===== src/rtl/flex_counter_pkg.sv =====
// Shared types and constants for the flex counter family.
// Build option: FLEX_RCNT_EN adds a saturating wrap-event counter.
package flex_counter_pkg;

  typedef enum logic [1:0] {
    CM_WRAP    = 2'd0,
    CM_SAT     = 2'd1,
    CM_ONESHOT = 2'd2,
    CM_RSVD    = 2'd3
  } cnt_mode_t;

  localparam cnt_mode_t CM_DEFAULT   = CM_WRAP;
  localparam int        NUM_BITS_MIN = 2;

endpackage


===== src/rtl/flex_counter_v2_if.sv =====
// Control/status bundle between a flex_counter_v2 and its driver.
// rollover_cnt only exists when FLEX_RCNT_EN is defined.
interface flex_counter_v2_if #(
  parameter int NUM_BITS = 4
`ifdef FLEX_RCNT_EN
  , parameter int RCNT_BITS = 8
`endif
);
  import flex_counter_pkg::*;

  logic                clear;
  logic                load;
  logic [NUM_BITS-1:0] load_val;
  logic                count_enable;
  logic                count_up;
  cnt_mode_t           mode;
  logic [NUM_BITS-1:0] rollover_val;
  logic [NUM_BITS-1:0] count_out;
  logic                rollover_flag;
  logic                done;
`ifdef FLEX_RCNT_EN
  logic [RCNT_BITS-1:0] rollover_cnt;
`endif

  modport master (
    output clear, load, load_val, count_enable, count_up, mode, rollover_val,
    input  count_out, rollover_flag, done
`ifdef FLEX_RCNT_EN
    , input rollover_cnt
`endif
  );

  modport slave (
    input  clear, load, load_val, count_enable, count_up, mode, rollover_val,
    output count_out, rollover_flag, done
`ifdef FLEX_RCNT_EN
    , output rollover_cnt
`endif
  );

endinterface


===== src/rtl/flex_next_count.sv =====
// Step function of the flex counter: the value one enabled step would produce.
// Latency: purely combinational.
// Backpressure: none; the caller decides whether the step is taken.
module flex_next_count
  import flex_counter_pkg::*;
#(
  parameter int NUM_BITS = 4
) (
  input  logic [NUM_BITS-1:0] count,
  input  logic [NUM_BITS-1:0] rollover_val,
  input  logic                count_up,
  input  cnt_mode_t           mode,
  output logic [NUM_BITS-1:0] next_count,
  output logic                wrap_event,
  output logic                hit_terminal
);

  localparam logic [NUM_BITS-1:0] ONE = NUM_BITS'(1);

  logic [NUM_BITS-1:0] w_term;
  logic                w_hold_at_term;

  always_comb begin
    next_count     = count;
    wrap_event     = 1'b0;
    hit_terminal   = 1'b0;
    w_term         = count_up ? rollover_val : ONE;
    w_hold_at_term = (mode == CM_SAT) || (mode == CM_ONESHOT);

    // A zero rollover value freezes the count entirely.
    if (rollover_val != '0) begin
      if (count_up) begin
        if (count < rollover_val) begin
          next_count = count + ONE;
        end else if ((count == rollover_val) && w_hold_at_term) begin
          next_count = count;
        end else begin
          next_count = ONE;
          wrap_event = !w_hold_at_term;
        end
      end else begin
        if (count > rollover_val) begin
          next_count = rollover_val;
        end else if ((count == ONE) && w_hold_at_term) begin
          next_count = count;
        end else if (count <= ONE) begin
          next_count = rollover_val;
          wrap_event = !w_hold_at_term;
        end else begin
          next_count = count - ONE;
        end
      end
      hit_terminal = (next_count == w_term);
    end
  end

endmodule


===== src/rtl/flex_counter_v2.sv =====
// Up/down counter with load, wrap/saturate/one-shot modes; FLEX_RCNT_EN adds rollover_cnt.
// Latency: every input reaches the registered outputs on the next rising edge.
// Backpressure: none; count_enable is ignored while done is set.
module flex_counter_v2
  import flex_counter_pkg::*;
#(
  parameter int NUM_BITS = 4
`ifdef FLEX_RCNT_EN
  , parameter int RCNT_BITS = 8
`endif
) (
  input logic               clk,
  input logic               n_rst,
  flex_counter_v2_if.slave  bus
);

  localparam logic [NUM_BITS-1:0] ONE = NUM_BITS'(1);

  logic [NUM_BITS-1:0] r_count;
  logic                r_flag;
  logic                r_done;

  logic [NUM_BITS-1:0] w_step_count;
  logic                w_wrap;
  logic                w_hit;
  logic                w_step;
  logic [NUM_BITS-1:0] w_count_d;
  logic                w_done_d;
  logic                w_flag_d;
  logic                w_wrap_taken;
  logic [NUM_BITS-1:0] w_term;

  flex_next_count #(
    .NUM_BITS (NUM_BITS)
  ) u_next (
    .count        (r_count),
    .rollover_val (bus.rollover_val),
    .count_up     (bus.count_up),
    .mode         (bus.mode),
    .next_count   (w_step_count),
    .wrap_event   (w_wrap),
    .hit_terminal (w_hit)
  );

  // A completed one-shot parks the counter until clear or load.
  assign w_step = bus.count_enable && !r_done;

  always_comb begin
    w_count_d    = r_count;
    w_done_d     = r_done;
    w_wrap_taken = 1'b0;
    if (bus.clear) begin
      w_count_d = '0;
      w_done_d  = 1'b0;
    end else if (bus.load) begin
      w_count_d = bus.load_val;
      w_done_d  = 1'b0;
    end else if (w_step) begin
      w_count_d    = w_step_count;
      w_wrap_taken = w_wrap;
      if ((bus.mode == CM_ONESHOT) && w_hit) begin
        w_done_d = 1'b1;
      end
    end
  end

  assign w_term   = bus.count_up ? bus.rollover_val : ONE;
  assign w_flag_d = (bus.rollover_val != '0) && (w_count_d == w_term);

  always_ff @(posedge clk or negedge n_rst) begin
    if (!n_rst) begin
      r_count <= '0;
      r_flag  <= 1'b0;
      r_done  <= 1'b0;
    end else begin
      r_count <= w_count_d;
      r_flag  <= w_flag_d;
      r_done  <= w_done_d;
    end
  end

  assign bus.count_out     = r_count;
  assign bus.rollover_flag = r_flag;
  assign bus.done          = r_done;

`ifdef FLEX_RCNT_EN
  logic [RCNT_BITS-1:0] r_rcnt;

  always_ff @(posedge clk or negedge n_rst) begin
    if (!n_rst) begin
      r_rcnt <= '0;
    end else if (bus.clear) begin
      r_rcnt <= '0;
    end else if (w_wrap_taken && (r_rcnt != '1)) begin
      r_rcnt <= r_rcnt + RCNT_BITS'(1);
    end
  end

  assign bus.rollover_cnt = r_rcnt;
`else
  logic w_unused_wrap;
  assign w_unused_wrap = w_wrap_taken;
`endif

endmodule


===== src/flat_wrapper.sv =====
// flat-port wrapper written by rule: the top's interface ports become plain ports
module flex_counter_v2_flat import flex_counter_pkg::*;
#(
  parameter int NUM_BITS = 4

)
  (clk, n_rst, bus_clear, bus_load, bus_load_val, bus_count_enable, bus_count_up, bus_mode, bus_rollover_val, bus_count_out, bus_rollover_flag, bus_done);
  flex_counter_v2_if #(.NUM_BITS(NUM_BITS)) bus_i ();
  input logic clk;
  input logic n_rst;
  input wire logic [$bits(bus_i.clear)-1:0] bus_clear;
  input wire logic [$bits(bus_i.load)-1:0] bus_load;
  input wire logic [$bits(bus_i.load_val)-1:0] bus_load_val;
  input wire logic [$bits(bus_i.count_enable)-1:0] bus_count_enable;
  input wire logic [$bits(bus_i.count_up)-1:0] bus_count_up;
  input wire logic [$bits(bus_i.mode)-1:0] bus_mode;
  input wire logic [$bits(bus_i.rollover_val)-1:0] bus_rollover_val;
  output wire logic [$bits(bus_i.count_out)-1:0] bus_count_out;
  output wire logic [$bits(bus_i.rollover_flag)-1:0] bus_rollover_flag;
  output wire logic [$bits(bus_i.done)-1:0] bus_done;
  assign bus_i.clear = bus_clear;
  assign bus_i.load = bus_load;
  assign bus_i.load_val = bus_load_val;
  assign bus_i.count_enable = bus_count_enable;
  assign bus_i.count_up = bus_count_up;
  assign bus_i.mode = bus_mode;
  assign bus_i.rollover_val = bus_rollover_val;
  assign bus_count_out = bus_i.count_out;
  assign bus_rollover_flag = bus_i.rollover_flag;
  assign bus_done = bus_i.done;
  flex_counter_v2 #(.NUM_BITS(NUM_BITS)) u_core (.clk(clk), .n_rst(n_rst), .bus(bus_i));
endmodule

===== config.mk =====
export PLATFORM = sky130hd
export DESIGN_NAME = flex_counter_v2_flat
export DESIGN_NICKNAME = d
export VERILOG_FILES = /design/src/rtl/flex_counter_pkg.sv /design/src/rtl/flex_counter_v2_if.sv /design/src/rtl/flex_next_count.sv /design/src/rtl/flex_counter_v2.sv /design/src/flat_wrapper.sv
export SDC_FILE = /design/constraint.sdc
export NUM_CORES = 1
export LEC_CHECK = 0
export CORE_UTILIZATION = 36
export CTS_BUF_LIST = sky130_fd_sc_hd__clkbuf_4 sky130_fd_sc_hd__clkbuf_8 sky130_fd_sc_hd__clkbuf_16
export DETAILED_ROUTE_END_ITERATION = 8
export PLACE_DENSITY = 0.65
export SLEW_MARGIN = 20
export SYNTH_ARGS = -nofsm -noshare
export SYNTH_HDL_FRONTEND = slang
export SYNTH_HIERARCHICAL = 1
export SYNTH_SLANG_ARGS = --single-unit

===== constraint.sdc =====
create_clock -name clk -period 8.92 [get_ports clk]
set_clock_uncertainty 0.1 [all_clocks]
set_input_delay 1.784 -clock clk [delete_from_list [all_inputs] [get_ports clk]]
set_output_delay 1.784 -clock clk [all_outputs]
set_load 0.01 [all_outputs]

# After elaboration in Yosys (flattened, before gate mapping)
# Index checks and enable logic that the tools add are counted.
# word_totals
regBits	6
in_bits	16
output_inout_bits	6
wordCells	42
# op_classes
addsub	2
order_cmp	3
eq_ne	6
mux	17
reduce_logical	11
# op_table
op	count
$mux W4	12
$eq A4 B4 Y1	3
$reduce_bool A3 Y1	2
$logic_and A1 B1 Y1	5
$mux W1	5
$add A4 B1 Y4 const B	1
$eq A4 B1 Y1 const B	1
$gt A4 B4 Y1	1
$le A4 B1 Y1 const B	1
$lt A4 B4 Y1	1
$reduce_bool A4 Y1	1
$sub A4 B1 Y4 const B	1
$eq A2 B1 Y1 const B	1
$eq A2 B2 Y1 const B	1
$reduce_and A2 Y1	1
$logic_not A1 Y1	1
$logic_or A1 B1 Y1	1

# Depth between registers and ports, before layout
# depth
word_depth	14
depth_mapped	13
mapped_depth_nobuf	13

# Cells and area by module
# Netlist, hierarchy kept.
# by_module_without_submodules
module	instances	cells_each	area_each_um2	seq_area_each_um2
flex_next_count	1	112	777.0	0.0
flex_counter_v2	1	45	419.2	150.1

# Worst setup path after synthesis
# OpenSTA, ideal clock, no wires.
# synth_timing
kind	input to register
start	input port bus_rollover_val[3]
end	register u_core.r_flag, in the netlist u_core/bus.rollover_flag
setup_ns	0.087
t_arrival_ns	4.245
required_ns	8.733
path_slack_ns	4.488
cell_stages	13
n_path_buf	0
path_cell_list	inv_1 ha_1 and4_4 a311oi_2 a22oi_1 o221a_2 a21oi_1 o21ai_1 and4bb_2 a311o_1 nor3b_1 a22oi_1 a211oi_2
# synth_between
elab_chain_len	12
word_cells_on_any_way	19
cone_classes	order compare (2); eq/ne (2); mux (12); reduce/logical (3)
# synth_rtl
element	line_no	source
start: declaration	flat_wrapper.sv:17	input wire logic [$bits(bus_i.rollover_val)-1:0] bus_rollover_val;
$eq A4 B4 Y1	flex_next_count.sv:35	end else if ((count == rollover_val) && w_hold_at_term) begin
$logic_and A1 B1 Y1	flex_next_count.sv:35	
$mux W4	flex_next_count.sv:35	
$mux W4	flex_next_count.sv:33	if (count < rollover_val) begin
$mux W4	flex_next_count.sv:32	if (count_up) begin
$mux W4	flex_next_count.sv:31	if (rollover_val != '0) begin
$mux W4 (*)	flex_next_count.sv:31	
via u_core.w_step_count[0]	flex_counter_v2.sv:23	logic [NUM_BITS-1:0] w_step_count;
$mux W4 (*)	flex_counter_v2.sv:58	end else if (w_step) begin
$mux W4 (*)	flex_counter_v2.sv:55	end else if (bus.load) begin
$mux W4 (*)	flex_counter_v2.sv:52	if (bus.clear) begin
$eq A4 B4 Y1 (*)	flex_counter_v2.sv:68	assign w_flag_d = (bus.rollover_val != '0) && (w_count_d == w_term);
$logic_and A1 B1 Y1 (*)	flex_counter_v2.sv:68	
via u_core.w_flag_d	flex_counter_v2.sv:29	logic w_flag_d;
end signal: assignment	flex_counter_v2.sv:77	r_flag <= w_flag_d;
end: declaration	flex_counter_v2.sv:20	logic r_flag;
# Mark *: on every way through the listed nets, which the timed path passes. The rest lies on a longest branch. The select of a mux whose other input is x is not followed.
# A chain may end at the register's enable or synchronous reset.

# Final worst setup path
# Same ends and word-level chain as after synthesis.

==> flow_metrics.tcl <==
set metrics [dict create \
    pwr_density_cell_mw_per_mm2 104 \
    finish.net_count 199 \
    drive_above_1_share_pct 10.3 \
    max-vdd-ir-drop_mv 0.0743 \
    effective_utilization_at_floorplan_pct 38.4 \
    min_from "u_core/bus.done" \
    grt_setup_unrepaired "no" \
    capturing_point_of_the_worst_reg2reg_path "u_core/bus.rollover_flag" \
    final_max_slew_viol_count 0 \
    critical-path-top-cell-by-count "a22oi_1" \
    global_route_wire_length_before_repair_mm 6.02 \
    tritoncts "built" \
    fillCellCount 318 \
    worst_hold_margin_ns 0.570 \
    design.die.area_mm2 0.00352 \
    worst_slack_ns 3.68 \
    area_growth_syn_to_layout_pct 22.6 \
    totalWireLength_mm 3.75 \
    maximum_buffer_depth_of_the_clock_tree 2 \
    worst-endpoint-arrival_ns 5.31 \
    worst-setup-path-type "input port to flop" \
    tns_ns 0 \
    post_cts_resize_count 0 \
    wl_per_cell_um 17.2 \
    die_w_um 59.3 \
    place.gp.congestion 0.931 \
    total_leakage_power_nw 0.591 \
    crit_path_end_kind "flop" \
    avgSynthCellArea_um2 7.63 \
    antenna_cells 0 \
    hold_depth 2 \
    final_core_util_pct 47.1 \
    multi_input_comb_area_um2 963 \
    grt_max_degree 18 \
    dpl_worst_slack_ns 3.46 \
    placeableCoreArea_mm2 0.00308 \
    rows 20 \
    yosysWarnings 6 \
    setup_viol 0 \
    clk_latency_ns 0.26 \
    fmax_ghz 0.191 \
    synth.cell_area_mm2 0.00118 \
    critical_path.max_fanout 8 \
    finalHoldViolations 0 \
    cp-start-kind "input port" \
    cts_hold_buffers 0 \
    numPortBuffers 21 \
    clock_sink_count 6 \
    tritoncts_buffers 3 \
    path_cells "clkdlybuf4s50_1, inv_1, ha_1, and4_4, a311oi_2, a22oi_1, o221a_2, a21oi_1, o21ai_1, and4bb_2, a311o_1, nor3b_1, a22oi_1, a211oi_2" \
    dp_hpwl_mm 2.91 \
    worst_setup_hold_path_clk_slew_ns 0.05 \
    grt_util_met1_pct 27.6 \
    die_height_um 59.3 \
    placedInstanceArea_mm2 0.00143 \
    drt-initial-drc-count 99 \
    boundaryPins 22 \
    status "finished clean" \
    syn_nets 178 \
    cap_violations 0 \
    htree_levels 1 \
    final_critical_path_required_period_ns 5.24 \
    remaining_drc_errors 0 \
    timing.max_slew.rel_slack_pct 60.1 \
    sequential_cell_area_um2 150 \
    gr-max-usage-layer "met2" \
    gr-usage-met2_pct 41.7 \
    route.detailed.vias_per_inst 6.17 \
    design_area_mm2 0.00145 \
    worst_pin_slew_ns 0.597 \
    timing.hold.worst.class "flop to flop" \
    routed-via-count 1344 \
    grt_use_met3_pct 1.97 \
    first_pass_iters 4 \
    critical_path.slowest_cell "clkdlybuf4s50_1" \
    period_share_pct 58.7 \
    grt_antenna_before_repair 0 \
    cp_data_required_time_ns 9.00 \
    grt.overflow.total 0 \
    timing.hold.worst_endpoint "u_core/bus.done" \
    number_of_cells_traversed_by_the_worst_register_to_register_path 13 \
    grt_util_all_layers_pct 23.1 \
    vias_in_the_first_global_route 1299 \
    regToRegStartpoint "u_core/bus.count_out[0]" \
    cts_post_setup_buffers_inserted 0 \
    post_route_antenna_net_violation_count 0 \
    netlist_instances 155 \
    cts-root-buf "clkbuf_4" \
    worst-r2r-setup-slack_ns 5.26 \
    worst_path_largest_cell_delay_ns 0.64 \
]
## worst max-delay path by stage
stage,start,to,slack (ns),cells past startpoint
finish,bus_rollover_val[3],u_core/bus.rollover_flag,3.68,14
global route,bus_rollover_val[3],u_core/bus.rollover_flag,3.52,14
CTS,bus_rollover_val[3],u_core/bus.rollover_flag,3.71,14
detailed placement,bus_rollover_val[3],u_core/bus.rollover_flag,3.46,14
global placement,bus_rollover_val[3],u_core/bus.rollover_flag,3.46,14
floorplan,bus_rollover_val[3],u_core/bus.rollover_flag,4.49,13
## per-stage QoR
| step | power (W) | std cells |
|---|---|---|
| after global placement | 0.000122 | 215 |
| after global routing | 0.000161 | 218 |
| after CTS | 0.000151 | 218 |
| after detailed placement | 0.000123 | 215 |
| final | 0.000151 | 218 |
| after floorplan | 0.0000939 | 155 |
## sequential cells by signal, indices dropped and copies added (netlist names)
register,count
u_core/bus.rollover_flag,1
u_core/bus.count_out,4
u_core/bus.done,1
## layout make-up
| class | count | area share (%) |
|---|---|---|
| multi-input cells | 131 | 66.4 |
| repair buffers | 21 | 14.5 |
| flip-flops and latches | 6 | 10.4 |
| well taps | 44 | 3.80 |
| inverters | 13 | 3.36 |
| clock buffers | 3 | 1.55 |
## layout by cell type, fill, tap and decap left out, types with 2 or more instances in the layout
cell type and n:
a211o_1 2, a21oi_1 6, a22oi_1 6, a2bb2oi_1 2
a311o_1 2, a311oi_1 2, a32o_1 2, a41oi_1 2
clkbuf_4 3, clkdlybuf4s50_1 21, dfrtp_1 6, ha_1 7
inv_1 13, nand2_1 15, nand2b_1 2, nor2_1 12
nor3_1 6, nor3b_1 2, nor4_1 3, o21ai_0 6
o21ai_1 2, o21bai_1 2, o311ai_2 2, o31ai_1 5
xnor2_1 2, xor2_1 2
## worst max-delay path, delay by kind of cell
family	cells	cell delay, ns
buffers and inverters	2	0.78
adders and majority gates	1	0.38
AOI/OAI and AO/OA	8	1.69
and+or+nand+nor	3	0.68
## power breakdown
group	internal, W	switching [W]
Combinational	0.0000411	0.0000480
Clock	0.0000153	0.0000113
Sequential	0.0000290	0.00000633
Total	0.0000855	0.0000657
## routing by layer
| metal | wire length, um | vias to the layer above |
|---|---|---|
| met2 | 1860 | 66 |
| met5 | 0 | - |
| met4 | 143 | 0 |
| met1 | 1510 | 610 |
| met3 | 229 | 20 |
| li1 | - | 648 |
Power figures use the tool's default switching activity.
